## src/rtl/shift_arb_32.sv

```systemverilog
// Two-port round-robin front end sharing one 32-bit barrel shifter, with a
// single-entry registered response slot and an accepted-request counter.

module bshift_32 (
   input  logic [31:0] a_i,
   input  logic [4:0]  b_i,
   input  logic [2:0]  op_i,
   output logic [31:0] q_o,
   output logic        ov_o,
   output logic        z_o
);

   logic        rot;
   logic        left;
   logic        arith;
   logic        fill;
   logic [31:0] stg [0:5];
   logic [31:0] back_a;

   function automatic logic [31:0] bit_rev(input logic [31:0] v);
      logic [31:0] r;
      for (int i = 0; i < 32; i++) r[i] = v[31-i];
      return r;
   endfunction

   assign rot   = op_i[2];
   assign left  = op_i[1];
   assign arith = op_i[0];

   // Left operations run through the right-shift stages on bit-reversed data.
   assign fill   = arith & ~left & ~rot & a_i[31];
   assign stg[0] = left ? bit_rev(a_i) : a_i;

   for (genvar k = 0; k < 5; k++) begin : g_stage
      localparam int SH = 1 << k;
      logic [31:0] shifted;
      assign shifted    = rot ? {stg[k][SH-1:0], stg[k][31:SH]}
                              : {{SH{fill}}, stg[k][31:SH]};
      assign stg[k+1]   = b_i[k] ? shifted : stg[k];
   end

   assign q_o = left ? bit_rev(stg[5]) : stg[5];

   // A left shift overflows when shifting the result back cannot recover the operand.
   assign back_a = arith ? 32'($signed(q_o) >>> b_i) : (q_o >> b_i);
   assign ov_o   = left & ~rot & (back_a != a_i);
   assign z_o    = (q_o == 32'd0);

endmodule

module shift_arb_32 (
   input  logic        clk,
   input  logic        rst_n,
   input  logic [1:0]  req_valid,
   output logic [1:0]  req_ready,
   input  logic [31:0] req0_a,
   input  logic [31:0] req1_a,
   input  logic [4:0]  req0_b,
   input  logic [4:0]  req1_b,
   input  logic [2:0]  req0_op,
   input  logic [2:0]  req1_op,
   output logic        rsp_valid,
   input  logic        rsp_ready,
   output logic        rsp_id,
   output logic [31:0] rsp_q,
   output logic        rsp_ov,
   output logic        rsp_z,
   output logic [15:0] op_count
);

   localparam logic [0:0] ST_EMPTY = 1'b0;
   localparam logic [0:0] ST_FULL  = 1'b1;

   // Handshake: a request transfers on a cycle where req_valid[i] and
   // req_ready[i] are both high; a response transfers when rsp_valid and
   // rsp_ready are both high. The response slot holds its value until taken.

   logic [0:0]  state_q, state_d;
   logic        last_grant_q, last_grant_d;
   logic        rsp_id_q, rsp_id_d;
   logic [31:0] rsp_q_q, rsp_q_d;
   logic        rsp_ov_q, rsp_ov_d;
   logic        rsp_z_q, rsp_z_d;
   logic [15:0] count_q, count_d;

   logic        slot_free;
   logic [1:0]  grant;
   logic        accept;
   logic        acc_id;
   logic [31:0] sh_a;
   logic [4:0]  sh_b;
   logic [2:0]  sh_op;
   logic [31:0] sh_q;
   logic        sh_ov;
   logic        sh_z;

   assign rsp_valid = (state_q == ST_FULL);
   assign slot_free = ~rsp_valid | rsp_ready;

   always_comb begin
      grant = 2'b00;
      case (req_valid)
         2'b01:   grant = 2'b01;
         2'b10:   grant = 2'b10;
         2'b11:   grant = last_grant_q ? 2'b01 : 2'b10;
         default: grant = 2'b00;
      endcase
   end

   assign req_ready = grant & {2{slot_free}};
   assign accept    = |(req_valid & req_ready);
   assign acc_id    = req_ready[1];

   // Operands are muxed only on an accept so the shifter sits at zero otherwise.
   always_comb begin
      sh_a  = 32'd0;
      sh_b  = 5'd0;
      sh_op = 3'd0;
      if (req_ready[0]) begin
         sh_a  = req0_a;
         sh_b  = req0_b;
         sh_op = req0_op;
      end else if (req_ready[1]) begin
         sh_a  = req1_a;
         sh_b  = req1_b;
         sh_op = req1_op;
      end
   end

   bshift_32 u_shift (
      .a_i  (sh_a),
      .b_i  (sh_b),
      .op_i (sh_op),
      .q_o  (sh_q),
      .ov_o (sh_ov),
      .z_o  (sh_z)
   );

   always_comb begin
      state_d      = state_q;
      last_grant_d = last_grant_q;
      rsp_id_d     = rsp_id_q;
      rsp_q_d      = rsp_q_q;
      rsp_ov_d     = rsp_ov_q;
      rsp_z_d      = rsp_z_q;
      count_d      = count_q;
      if (accept) begin
         state_d      = ST_FULL;
         last_grant_d = acc_id;
         rsp_id_d     = acc_id;
         rsp_q_d      = sh_q;
         rsp_ov_d     = sh_ov;
         rsp_z_d      = sh_z;
         count_d      = count_q + 16'd1;
      end else if (state_q == ST_FULL && rsp_ready) begin
         state_d = ST_EMPTY;
      end
   end

   always_ff @(posedge clk or negedge rst_n) begin
      if (!rst_n) begin
         state_q      <= ST_EMPTY;
         last_grant_q <= 1'b1;
         rsp_id_q     <= 1'b0;
         rsp_q_q      <= 32'd0;
         rsp_ov_q     <= 1'b0;
         rsp_z_q      <= 1'b0;
         count_q      <= 16'd0;
      end else begin
         state_q      <= state_d;
         last_grant_q <= last_grant_d;
         rsp_id_q     <= rsp_id_d;
         rsp_q_q      <= rsp_q_d;
         rsp_ov_q     <= rsp_ov_d;
         rsp_z_q      <= rsp_z_d;
         count_q      <= count_d;
      end
   end

   assign rsp_id   = rsp_id_q;
   assign rsp_q    = rsp_q_q;
   assign rsp_ov   = rsp_ov_q;
   assign rsp_z    = rsp_z_q;
   assign op_count = count_q;

endmodule

```

## config.mk

```make
export PLATFORM = sky130hd
export DESIGN_NAME = shift_arb_32
export DESIGN_NICKNAME = d
export VERILOG_FILES = /design/src/rtl/shift_arb_32.sv
export SDC_FILE = /design/constraint.sdc
export NUM_CORES = 1
export LEC_CHECK = 0
export CORE_MARGIN = 1
export CORE_UTILIZATION = 33
export CTS_CLUSTER_DIAMETER = 100
export CTS_CLUSTER_SIZE = 8
export DETAILED_ROUTE_END_ITERATION = 12
export SLEW_MARGIN = 0
export SYNTH_ARGS = -nofsm -noshare
export SYNTH_HDL_FRONTEND = slang
export SYNTH_SLANG_ARGS = --single-unit
```

## constraint.sdc

```tcl
create_clock -name clk -period 4.4 [get_ports clk]
set_input_delay 0.44 -clock clk [delete_from_list [all_inputs] [get_ports clk]]
set_output_delay 0.44 -clock clk [all_outputs]
set_load 0.03 [all_outputs]
```

# Yosys cells after proc, flatten, opt, wreduce, memory -nomap -nowiden
# Cells that the tools add are included.
[word_totals]
out_inout_bits = 54
mem_bits_ro = 0
mem_bits_rw = 0
memories = 0
latch_bits = 0
in_bits = 85
register_bits = 53
[classes]
shifts = 2
reduce_logical = 4
div = 0
bitwise_logic = 11
n_mul = 0
order_cmp = 0
muxes = 23
add_sub_neg = 1
eq_ne = 4
[op_table]
columns = ["op", "n"]
rows = [
  ["$mux 32", 15],
  ["$logic_not 32->1", 1],
  ["$ne 32x32->1", 1],
  ["$shr 32x5->32", 1],
  ["$sshr 32x5->32", 1],
  ["$add 16x1->16 const B", 1],
  ["$mux 5", 2],
  ["$mux 3", 2],
  ["$pmux 2 s3", 1],
  ["$and 1x1->1", 5],
  ["$and 2x2->2", 2],
  ["$eq 2x2->1 const B", 2],
  ["$not 1->1", 3],
  ["$eq 2x1->1 const B", 1],
  ["$mux 1", 2],
  ["$mux 2", 1],
  ["$reduce_bool 2->1", 1],
  ["$reduce_or 2->1", 1],
  ["$logic_and 1x1->1", 1],
  ["$or 1x1->1", 1],
]

# Depth between registers and ports, before layout
[depth]
ltp_word = 24
ltp_mapped = 24

# Cells and area by module
# From an unflattened synthesis, not the netlist that was laid out.
[unflattened]
cells_unflattened = 1416
hier_area_um2 = 10151.0
[modules_own_cells]
columns = ["module", "cells_per_inst", "seq_area_each_um2", "area_per_inst_um2", "instances"]
rows = [
  ["bshift_32", 1149, 0.0, 7583.5, 1],
  ["shift_arb_32", 267, 1327.5, 2567.5, 1],
]

# Worst setup path after synthesis
# No wires, ideal clock.
[synth_path]
path_kind = "register to register"
start = "register state_q (netlist: rsp_valid)"
end = "register rsp_ov_q (netlist: rsp_ov)"
path_stages_with_launch = 22
t_required_ns = 4.256
path_slack_ns = -0.119
arrival_ns = 4.375
setup_time_ns = 0.144
path_cell_list = "dfrtp_1 -> nand2b_4 -> buf_4 -> and3_1 -> buf_2 -> buf_6 -> a22oi_2 -> buf_2 -> nor2_1 -> buf_2 -> nand3_1 -> nand4_1 -> a221oi_4 -> nand2_1 -> a211o_1 -> a21o_1 -> a222oi_1 -> xnor2_1 -> o2111ai_1 -> nor4_1 -> and4_1 -> a41oi_2"
[synth_rtl]
columns = ["element", "line", "rtl"]
rows = [
  ["start: declaration", "78", "logic [0:0] state_q, state_d;"],
  ["start signal: assignment", "170", "state_q <= state_d;"],
  ["$not 1->1 *", "98", "assign slot_free = ~rsp_valid | rsp_ready;"],
  ["$or 1x1->1 *", "98", ""],
  ["$and 2x2->2 *", "110", "assign req_ready = grant & {2{slot_free}};"],
  ["named net req_ready[0]", "55", "output logic [1:0] req_ready,"],
  ["$mux 3", "119", "if (req_ready[0]) begin"],
  ["$not 1->1", "31", "assign fill = arith & ~left & ~rot & a_i[31];"],
  ["$and 1x1->1 (3 in a row)", "31", ""],
  ["$mux 32", "37", "assign shifted = rot ? {stg[k][SH-1:0], stg[k][31:SH]}"],
  ["[... 6 more ...]", "-", ""],
  ["$mux 32", "39", "assign stg[k+1] = b_i[k] ? shifted : stg[k];"],
  ["$mux 32", "37", ""],
  ["$mux 32", "39", ""],
  ["$mux 32", "42", "assign q_o = left ? bit_rev(stg[5]) : stg[5];"],
  ["$shr 32x5->32 or $sshr 32x5->32 (tied branches)", "45", "assign back_a = arith ? 32'($signed(q_o) >>> b_i) : (q_o >> b_i);"],
  ["$mux 32", "45", ""],
  ["$ne 32x32->1", "46", "assign ov_o = left & ~rot & (back_a != a_i);"],
  ["$and 1x1->1", "46", ""],
  ["end signal: assignment", "174", "rsp_ov_q <= rsp_ov_d;"],
  ["end: declaration", "82", "logic rsp_ov_q, rsp_ov_d;"],
]
# Mark *: on every way through the listed nets, which the timed path passes. The rest lies on a longest branch.
# A chain may end at the register's enable or synchronous reset.

# Worst setup path after layout
[layout_path]
start = "register last_grant_q"
end = "register rsp_ov_q (netlist: rsp_ov)"
[layout_between]
elab_chain_cells = 24
[layout_lines]
columns = ["element", "line", "rtl"]
rows = [
  ["start: declaration", "79", "logic last_grant_q, last_grant_d;"],
  ["start signal: assignment", "171", "last_grant_q <= last_grant_d;"],
  ["$mux 2 *", "105", "2'b11: grant = last_grant_q ? 2'b01 : 2'b10;"],
  ["$pmux 2 s3 *", "102", "case (req_valid)"],
  ["$and 2x2->2 *", "110", ""],
  ["$mux 3", "123", "end else if (req_ready[1]) begin"],
  ["$mux 3", "119", ""],
  ["$not 1->1", "31", ""],
  ["$and 1x1->1 (3 in a row)", "31", ""],
  ["$mux 32", "37", ""],
  ["[... 6 more ...]", "-", ""],
  ["$mux 32", "39", ""],
  ["$mux 32", "37", ""],
  ["$mux 32", "39", ""],
  ["$mux 32", "42", ""],
  ["$shr 32x5->32 or $sshr 32x5->32 (tied branches)", "45", ""],
  ["$mux 32", "45", ""],
  ["$ne 32x32->1", "46", ""],
  ["$and 1x1->1", "46", ""],
]
# Mark *: on every way between the ends. The rest lies on a longest branch, timed or not.

==> results.yml <==
min_path:
  hp-class: "primary input to asynchronous set/reset pin"
logic_synthesis:
  synth_ff_type: "dfrtp_1"
  ys_types: 88
  async_flop_share_pct: 100
  synthMuxAreaShare_pct: 4.76
  synth_edf_count: 0
  synth_top_family_by_area: "compound AO/OA/AOI/OAI gates"
  ys_top_cells_by_area: "dfrtp_1 (14%), o211ai_1 (10%), nand2_1 (6.3%)"
  syn-num-nets: 1472
  seq_area_frac_synth_pct: 13.8
  synth_top_area_share_pct: 13.5
  synth_fa_ha_area_share_pct: 0.130
  synth_seq_cells: 53
  synth_compound_area_share_pct: 46.8
  yosysTopAreaCell: "dfrtp_1"
  synthCells: 1386
  synth-xor-area-share_pct: 3.53
  avgSynthCellArea_sq_um: 6.95
  yosysMostFrequentCell: "nand2_1"
  synth_common_cells: "nand2_1 (162), o211ai_1 (131), nor2_1 (93)"
  yosysWarnings: 0
  synthSimpleGateAreaFrac_pct: 24.4
  netlist_area_sq_mm: 0.00963
clocking:
  clkLatencyLatePin_ns: 0.31
  cts-buffers-inserted: 5
  cts_hold_buf: 0
  clock_sinks: 53
  root_buffer: "clkbuf_16"
  cts_tree: "done"
  cts_max_path_buffers: 2
  cts.htree.levels: 2
  clk_pin_slew_ns: 0.08
floorplanning:
  io_pins: 139
  core-area_sq_mm: 0.0287
  die_area_sq_mm: 0.0299
  fp.dieH_um: 173
  die-width_um: 173
  row_count: 62
  initial_utilization_pct: 33.5
sta:
  clock_skew_ns: 0.00711
  max_freq_mhz: 187
  maxSlewViolCount: 0
  setup_viol: 1
  rsz0062_at_grt: "yes"
  tightest_slew_ns: 0.702
  max_slew_margin_pct: 53.2
  post-route-period-util_pct: 122
  setup_slack_ns: -0.955
  final_hold_viol_count: 0
  period_needed_ns: 5.35
  whs_ns: 0.248
power_and_ir_drop:
  p_sw_mw: 3.09
  p_clk_share_pct: 6.9
  power_leakage_nw: 6.98
  power.density_mw_per_mm2: 364
  finalPower_mw: 6.12
  peakVddDrop_v: 0.000359
  p_seq_share_pct: 11.8
  comb_power_share_pct: 81.3
  p_int_mw: 3.02
  p_sw_share_pct: 50.6
critical_path:
  setup.worst_path.class: "flop to flop"
  cp.depth: 23
  crit_arrival_ns: 5.53
  cp_slowest_cell: "dfstp_2"
  worstPathBufferInverterCount: 6
  max_stage_delay_ns: 0.55
  cp.required_ns: 4.58
  endpoint_kind: "flop"
  crit_fanout: 7
  critical_path.top_delay_family: "compound AO/OA/AOI/OAI gates"
  crit_chain: "buf_6 -> a21boi_4 -> and3_4 -> or2_4 -> buf_4 -> mux2i_2 -> buf_4 -> o211ai_1 -> a21oi_1 -> o311ai_2 -> buf_4 -> o22ai_2 -> o211ai_1 -> buf_4 -> mux2i_2 -> mux2i_2 -> a22oi_1 -> o22ai_2 -> o311ai_2 -> a2111oi_2 -> buf_4 -> and4_1 -> a41oi_2"
  cp_common_cell: "buf_4"
  reg2reg_depth: 23
  setup.worst_path.start_class: "flop"
placement:
  hpwl_um: 52000
  port_buffers: 138
  place_inst: 2339
  gp_congestion: 1.07
drt:
  dr.pass1.iters: 6
  met2_length_um: 28400
  drt-vias-per-instance: 6.55
  drt-met1-wl_um: 26800
  antenna_left: 0
  wl_met3_um: 7150
  drc: 0
  wire_per_inst_um: 27.6
  totalWireLength_um: 66000
  num_vias: 15700
  drt_iter0_drc: 2039
  top_layer_used: "met4"
finish:
  instances_no_fill: 2389
  syn_to_final_growth_pct: 74.3
  drive_gt1_share_pct: 40.1
  regArea_sq_mm: 0.00133
  fill_cells: 2782
  diodes: 0
  multi_input_area_sq_mm: 0.00864
  fin_nets: 2090
global_routing:
  grt_pass1_vias: 14900
  grt_util_all_layers_pct: 42.6
  antenna_found_initial: 0
  grt.overflow.total: 0
  grt_max_degree: 54
  grt_pass1_wl_um: 96100
run_status:
  status: "finished with violations"
  failed_checks: "negative setup slack"
flow_run:
  max_cap_violations: 0
-- flip-flops by register name, summed over array words and instances, names as in the netlist --
| name | count |
|---|---|
| rsp_q | 32 |
| op_count | 16 |
| last_grant_q | 1 |
| rsp_id | 1 |
| rsp_ov | 1 |
| rsp_valid | 1 |
| rsp_z | 1 |
-- kinds of logic after synthesis --
| group | Yosys count |
|---|---|
| AOI/OAI and AO/OA | 623 |
| and+or+nand+nor | 496 |
| buffers and inverters | 130 |
| DFF | 53 |
| muxes | 45 |
| xor gates and xnor gates | 38 |
| adders and majority gates | 1 |
-- worst register-to-register path, stage by stage (launching register included) --
cell and delay, ns:
dfstp_2 0.55, buf_6 0.10, a21boi_4 0.06, and3_4 0.21, or2_4 0.29, buf_4 0.16
mux2i_2 0.15, buf_4 0.17, o211ai_1 0.35, a21oi_1 0.14, o311ai_2 0.34, buf_4 0.20
o22ai_2 0.11, o211ai_1 0.40, buf_4 0.19, mux2i_2 0.08, mux2i_2 0.31, a22oi_1 0.21
o22ai_2 0.20, o311ai_2 0.11, a2111oi_2 0.40, buf_4 0.17, and4_1 0.21, a41oi_2 0.09
-- final timing paths --
check,from,slack [ns],endpoint
hold reg to reg,rsp_q[14],0.48,rsp_q[14]
setup / recovery,last_grant_q,-0.95,rsp_ov
max in group asynchronous,rst_n,3.64,rsp_valid
hold / removal,rst_n,0.25,rsp_q[14]
setup reg to reg,last_grant_q,-0.95,rsp_ov
min in group clk,rsp_q[14],0.48,rsp_q[14]
-- metrics by stage --
| step | utilization, % | cell area [sq um] | setup TNS, ns | setup slack, ns |
|---|---|---|---|---|
| 2_1_floorplan | - | 9710 | 0 | 0.00358 |
| 4_1_cts | 57.3 | 16400 | -0.749 | -0.749 |
| 3_5_place_dp | 53.4 | 15300 | -3.08 | -1.86 |
| 5_1_grt | 58.5 | 16800 | -1.11 | -1.09 |
| 3_3_place_gp | 53.4 | 15300 | -3.09 | -1.91 |
| 6_report | 58.5 | 16800 | -0.955 | -0.955 |
-- power by group through the flow --
stage / combinational [mW] / sequential (mW) / clock, mW
floorplan: 1.71 / 0.990 / 0
global placement: 4.37 / 0.727 / 0
detailed placement: 4.36 / 0.729 / 0
CTS: 4.68 / 0.721 / 0.425
global route: 5.13 / 0.741 / 0.450
finish: 4.97 / 0.719 / 0.423
-- cell type report --
class	count	area share, %
Timing Repair Buffer	740	36.9
Sequential cell	53	7.92
Clock buffer	5	0.746
Multi-Input combinational cell	1204	51.5
Clock inverter	3	0.127
Tap cell	384	2.86
-- cells in the final DEF, fill, tap and decap left out, types with 6 or more instances in the layout --
master / synthesis / layout
o22ai_2: 1 / 17
and2_1: 10 / 7
nand2_1: 162 / 154
mux2i_1: 43 / 24
a22oi_1: 28 / 20
nor4_1: 15 / 11
a32oi_1: 21 / 15
nand2_2: 0 / 7
a21o_1: 32 / 32
o21ai_2: 2 / 15
o211ai_2: 7 / 6
clkbuf_16: 0 / 6
mux2i_2: 2 / 15
buf_6: 10 / 11
o211ai_1: 131 / 131
nor3_1: 46 / 38
xnor2_1: 21 / 21
a211oi_1: 30 / 27
nor3_2: 1 / 8
a22o_1: 11 / 10
dfrtp_1: 52 / 51
a21oi_1: 71 / 60
o21ai_0: 60 / 47
nand3_1: 91 / 88
nor2_1: 93 / 90
a21oi_2: 2 / 10
o221ai_1: 16 / 14
xor2_1: 16 / 16
a22oi_2: 2 / 10
buf_12: 0 / 14
a32oi_2: 0 / 6
o22ai_1: 59 / 41
nand4_1: 49 / 49
a31oi_1: 13 / 13
o31ai_1: 13 / 9
clkdlybuf4s50_1: 0 / 133
mux2i_4: 0 / 6
o21ai_1: 37 / 33
buf_4: 6 / 573
-- routing by layer --
layer  track usage, %  up-vias
li1                 -     6817
met4             20.1        0
met2             65.2     1122
met3             9.21      242
met5                0        -
met1             56.7     7476
-- repair_timing --
| item | CTS | global route |
|---|---|---|
| cloned | 3 | 1 |
| pin swaps | 49 | 41 |
| resized for setup | 148 | 47 |
| setup buffers | 25 | 13 |
| endpoints found under the setup margin | 2 | 2 |
No activity file was read; power rests on OpenSTA's default activity.
